$ cat src/rtl/cpu_mem_bridge_pkg.sv
// Shared widths, depths and counter sizing for the CPU/memory bridge.
package cpu_mem_bridge_pkg;

   localparam int ADDR_W_DEF     = 32;
   localparam int DATA_W_DEF     = 32;
   localparam int INST_DEPTH_DEF = 2;
   localparam int LOAD_DEPTH_DEF = 2;

   // Bits needed to hold a count from 0 to n inclusive.
   function automatic int cnt_w(input int n);
      return $clog2(n + 1);
   endfunction

endpackage

$ cat src/rtl/cpu_mem_bridge_tracker.sv
// Outstanding-request tracker: counts owed responses and how many to drop.
module req_tracker
   import cpu_mem_bridge_pkg::*;
#(
   parameter int DEPTH = 2,
   localparam int CW = cnt_w(DEPTH)
) (
   input  logic          clk,
   input  logic          rst_n,
   input  logic          accept,
   input  logic          resp,
   input  logic          skip,
   output logic [CW-1:0] cnt,
   output logic          full,
   output logic          pass
);

   logic [CW-1:0] disc;
   logic          take;

   // A response with nothing owed is a protocol error and is ignored.
   assign take = resp && (cnt != '0);
   assign full = (cnt == CW'(DEPTH));
   assign pass = take && (disc == '0) && !skip;

   always_ff @(posedge clk) begin
      if (!rst_n) begin
         cnt  <= '0;
         disc <= '0;
      end else begin
         cnt <= cnt + CW'(accept) - CW'(take);
         if (skip)
            disc <= cnt - CW'(take);
         else if (take && (disc != '0))
            disc <= disc - CW'(1);
      end
   end

endmodule

$ cat src/rtl/cpu_mem_bridge.sv
// Bridge from IF/MA/WB stages to sram-like inst/data ports.
module cpu_mem_bridge
   import cpu_mem_bridge_pkg::*;
#(
   parameter int ADDR_W     = ADDR_W_DEF,
   parameter int DATA_W     = DATA_W_DEF,
   parameter int INST_DEPTH = INST_DEPTH_DEF,
   parameter int LOAD_DEPTH = LOAD_DEPTH_DEF,
   localparam int IW = cnt_w(INST_DEPTH),
   localparam int LW = cnt_w(LOAD_DEPTH)
) (
   input  logic              clk,
   input  logic              rst_n,
   input  logic              IF_enable,
   input  logic              IF_skip,
   input  logic [ADDR_W-1:0] IF_mem_addr,
   output logic              interlayer_IF_ready,
   output logic [DATA_W-1:0] IF_mem_rdata,
   output logic              inst_req,
   output logic [ADDR_W-1:0] inst_addr,
   input  logic [DATA_W-1:0] inst_rdata,
   input  logic              inst_addr_ok,
   input  logic              inst_data_ok,
   input  logic              MA_mem_read,
   input  logic              MA_mem_write,
   input  logic [DATA_W/8-1:0] MA_mem_wstrb,
   input  logic [ADDR_W-1:0] MA_mem_addr,
   input  logic [2:0]        MA_mem_size,
   input  logic [DATA_W-1:0] MA_mem_wdata,
   output logic              interlayer_MA_ready,
   input  logic              WB_skip,
   output logic              interlayer_WB_ready,
   output logic [DATA_W-1:0] WB_mem_rdata,
   output logic              data_req,
   output logic              data_wr,
   output logic [ADDR_W-1:0] data_addr,
   output logic [2:0]        data_size,
   output logic [DATA_W/8-1:0] data_wstrb,
   output logic [DATA_W-1:0] data_wdata,
   input  logic [DATA_W-1:0] data_rdata,
   input  logic              data_read_ok,
   input  logic              data_write_full,
   output logic [IW-1:0]     inst_inflight,
   output logic [LW-1:0]     load_inflight
);

   logic inst_full, inst_pass, inst_acc;
   logic load_full, load_pass, load_acc;

   assign inst_req  = rst_n && IF_enable && !IF_skip && !inst_full;
   assign inst_addr = IF_mem_addr;
   assign inst_acc  = inst_req && inst_addr_ok;

   assign interlayer_IF_ready = rst_n && inst_pass;
   assign IF_mem_rdata        = inst_rdata;

   assign data_req = rst_n && ((MA_mem_read && !load_full) || MA_mem_write);
   assign interlayer_MA_ready =
      rst_n && !data_write_full && !(MA_mem_read && load_full);
   assign load_acc = MA_mem_read && interlayer_MA_ready;

   assign data_wr    = MA_mem_write;
   assign data_addr  = MA_mem_addr;
   assign data_size  = MA_mem_size;
   assign data_wstrb = MA_mem_wstrb;
   assign data_wdata = MA_mem_wdata;

   assign interlayer_WB_ready = rst_n && load_pass;
   assign WB_mem_rdata        = data_rdata;

   req_tracker #(.DEPTH(INST_DEPTH)) u_fetch (
      .clk    (clk),
      .rst_n  (rst_n),
      .accept (inst_acc),
      .resp   (inst_data_ok),
      .skip   (IF_skip),
      .cnt    (inst_inflight),
      .full   (inst_full),
      .pass   (inst_pass)
   );

   req_tracker #(.DEPTH(LOAD_DEPTH)) u_load (
      .clk    (clk),
      .rst_n  (rst_n),
      .accept (load_acc),
      .resp   (data_read_ok),
      .skip   (WB_skip),
      .cnt    (load_inflight),
      .full   (load_full),
      .pass   (load_pass)
   );

endmodule

$ cat config.mk
export PLATFORM = sky130hd
export DESIGN_NAME = cpu_mem_bridge
export DESIGN_NICKNAME = d
export VERILOG_FILES = /design/src/rtl/cpu_mem_bridge_pkg.sv /design/src/rtl/cpu_mem_bridge_tracker.sv /design/src/rtl/cpu_mem_bridge.sv
export SDC_FILE = /design/constraint.sdc
export NUM_CORES = 1
export LEC_CHECK = 0
export CORE_AREA = 3 3 136 138
export DETAILED_ROUTE_END_ITERATION = 8
export DIE_AREA = 0 0 139 141
export SLEW_MARGIN = 20
export SYNTH_ARGS = -nofsm -noshare
export SYNTH_HDL_FRONTEND = slang
export SYNTH_SLANG_ARGS = --single-unit
$ cat constraint.sdc
create_clock -name clk -period 2.5 [get_ports clk]
set_input_delay 0.5 -clock clk [delete_from_list [all_inputs] [get_ports clk]]
set_output_delay 0.5 -clock clk [all_outputs]
set_load 0.02 [all_outputs]
==> impl_metrics.json <==
{
  "drc_errors": 0,
  "ys.flop_type": "dfxtp_1",
  "coreArea_sq_mm": 0.0173,
  "setup_viol": 0,
  "synth_edf_count": 0,
  "antenna_found_initial": 0,
  "worst-path-max-fanout": 8,
  "place_congestion": 0.721,
  "die_area_sq_mm": 0.0196,
  "syn_area_sq_mm": 0.00186,
  "die_y_microns": 141,
  "fin_crit_sh_pct": 95.0,
  "hpwl_microns": 4020,
  "grt_max_degree": 10,
  "finalHoldViolations": 0,
  "rsz0062_at_grt": "no",
  "avgSynthCellArea_sq_um": 7.63,
  "final_core_util_pct": 7.18,
  "clk_path_buf_depth": 2,
  "syn2layout_area_growth_pct": -33.3,
  "min_from": "u_load.disc[1]",
  "io_pins": 355,
  "hold_class": "flop to flop",
  "crit_arrival_ns": 1.88,
  "finalMaxSlewViolations": 0,
  "max_freq_mhz": 421,
  "fill_cells": 2042,
  "synth_fa_ha_area_share_pct": 2.69,
  "rows": 48,
  "root_buffer": "clkbuf_16",
  "synth_nets": 426,
  "synthTopCellsByCount": "buf_4, inv_1, dfxtp_1, nor2_1",
  "final_nets": 293,
  "path_depth": 5,
  "yosysTopAreaCellShare_pct": 67.7,
  "end_kind": "output port",
  "cpMaxStageDelayCell": "clkdlybuf4s50_1",
  "h-tree-depth": 1,
  "worstPathCellList": "clkdlybuf4s50_1 > buf_12 > nor2b_1 > o211a_1 > dlygate4sd2_1",
  "cp.required_ns": 2.00,
  "firstDrtPassIters": 5,
  "drtIter0Drc": 24,
  "n_antenna_cell": 0,
  "ys_ff_latch": 8,
  "leakage_nw": 0.444,
  "start_util_pct": 10.8,
  "max_slew_margin_pct": 81.8,
  "drt.antenna.violating_nets": 0,
  "vias_per_cell": 2.78,
  "synthSimpleGateAreaFrac_pct": 9.61,
  "placed_cells": 331,
  "max-cap-violations": 0,
  "r2r_cells": 5,
  "die_x_microns": 139,
  "clock_latency_ns": 0.23,
  "post_cts_buffers": 0,
  "yosys.area_share.xor_xnor_pct": 0,
  "synth_top_family_by_area": "buffers and inverters",
  "fin_ws_ns": 0.125,
  "synthTopCellsByArea": "buf_4, dfxtp_1, ha_1",
  "yosysMostFrequentCell": "buf_4",
  "fin_skew_ns": 0.000234,
  "synth_compound_area_share_pct": 7.93,
  "start_kind": "input port",
  "critical-path-top-delay-family": "buffers and inverters",
  "stdcell_count": 334,
  "clkTransAtPathRegs_ns": 0.04,
  "status": "complete, no violations",
  "hold_depth": 2,
  "yosysWarnings": 0,
  "final.setup.tns_ns": 0,
  "tritoncts": "built",
  "grt_pass1_wl_microns": 6630,
  "pre_cts_ws_ns": -0.153,
  "synth_cells": 244,
  "power_mw": 0.485,
  "path_buf_inv": 3,
  "r2r_slack_ns": 0.90,
  "drive_gt1_share_pct": 15.6,
  "path_class": "input port to output port",
  "gr-usage-all-layers_pct": 4.75,
  "hold_end": "u_load.disc[1]",
  "cts_buffers": 3,
  "wl_per_cell_microns": 14.7,
  "ys_async_sr_fraction_pct": 0,
  "multi_input_comb_area_sq_um": 398,
  "ff_latch_area_sq_um": 160,
  "fin_crit_ns": 2.38,
  "synth_cell_type_count": 36,
  "routed_wl_microns": 4910,
  "ys_seq_area_share_pct": 8.60,
  "synth_top_area_cell": "buf_4",
  "yosys-mux-area-fraction_pct": 1.14,
  "r2r_start": "u_load.cnt[0]",
  "io_buffer_count": 20,
  "first_global_vias": 971,
  "gr-total-overflow": 0,
  "power.density_mw_per_mm2": 391,
  "reg2reg_to": "u_load.cnt[1]",
  "tightest_slew_ns": 0.272,
  "ir_drop_mv": 0.138,
  "clkSinkCount": 8,
  "vias": 930,
  "slowest_delay_ns": 0.50
}
-- repair_timing --
action / CTS / global route
resized for setup: 5 / 0
hold endpoints to repair: 0 / 0
endpoints found under the setup margin: 5 / 0
hold buffers: 0 / 0
-- metal layers --
layer / GRT usage (%) / part of all wire, %
met5: 0 / 0
met4: 8.55 / 17
met3: 4.17 / 22
met2: 5.55 / 37
met1: 3.33 / 25
-- tightest hold or removal path, cell delays in order (launching register included) --
cell	delay (ns)
dfxtp_1	0.30
o2111ai_1	0.08
nand3_1	0.07
-- final cells by class --
cell class	count	share of cell area, %
Multi-Input combinational cell	57	32.1
Tap cell	225	22.7
Inverter	10	3.02
Sequential cell	8	12.9
Timing Repair Buffer	31	23.3
Clock buffer	3	6.05
-- logic make-up after synthesis --
| kind of cell | after synthesis |
|---|---|
| buffers and inverters | 179 |
| AND/OR/NAND/NOR | 31 |
| AO/OA/AOI/OAI | 20 |
| flip-flops | 8 |
| adder cells (fa/ha/maj) | 4 |
| multiplexers | 2 |
-- registers in the layout, indices dropped and copies added (netlist names) --
signal,count
u_fetch.cnt,2
u_fetch.disc,2
u_load.disc,2
u_load.cnt,2
-- placed cells by master (no fill, tap or decap), types with 2 or more instances in the layout --
master and count:
and2_1 3, dlygate4sd2_1 5, ha_1 4, o21ai_0 3, or3_1 2, nand3_1 2, clkbuf_16 3, a21oi_1 4
dfxtp_1 8, nor3b_1 2, clkdlybuf4s50_1 15, buf_4 10, nor2b_1 2, or4_1 2, and3_1 2, nand2_1 3
inv_1 9, o21bai_1 2, nor2_1 5, nand2b_1 4
-- power breakdown --
part,switching (mW),total (mW),internal [mW]
Combinational,0.0337,0.0750,0.0413
Sequential,0.00323,0.134,0.130
Clock,0.0699,0.277,0.207
-- per-stage QoR --
stage | hold slack (ns) | area, sq um
after floorplan | 0.485 | 1860
after global placement | 0.508 | 1170
after detailed placement | 0.500 | 1170
after CTS | 0.505 | 1240
after global routing | 0.544 | 1240
final | 0.500 | 1240
-- worst max path at each step --
| stage | endpoint | from |
|---|---|---|
| final | inst_req | rst_n |
| after detailed placement | inst_req | rst_n |
| after global placement | interlayer_IF_ready | rst_n |
| after CTS | inst_req | rst_n |
| after floorplan | u_fetch.cnt[1] | rst_n |
| after global routing | inst_req | rst_n |
Power figures use the tool's default switching activity.
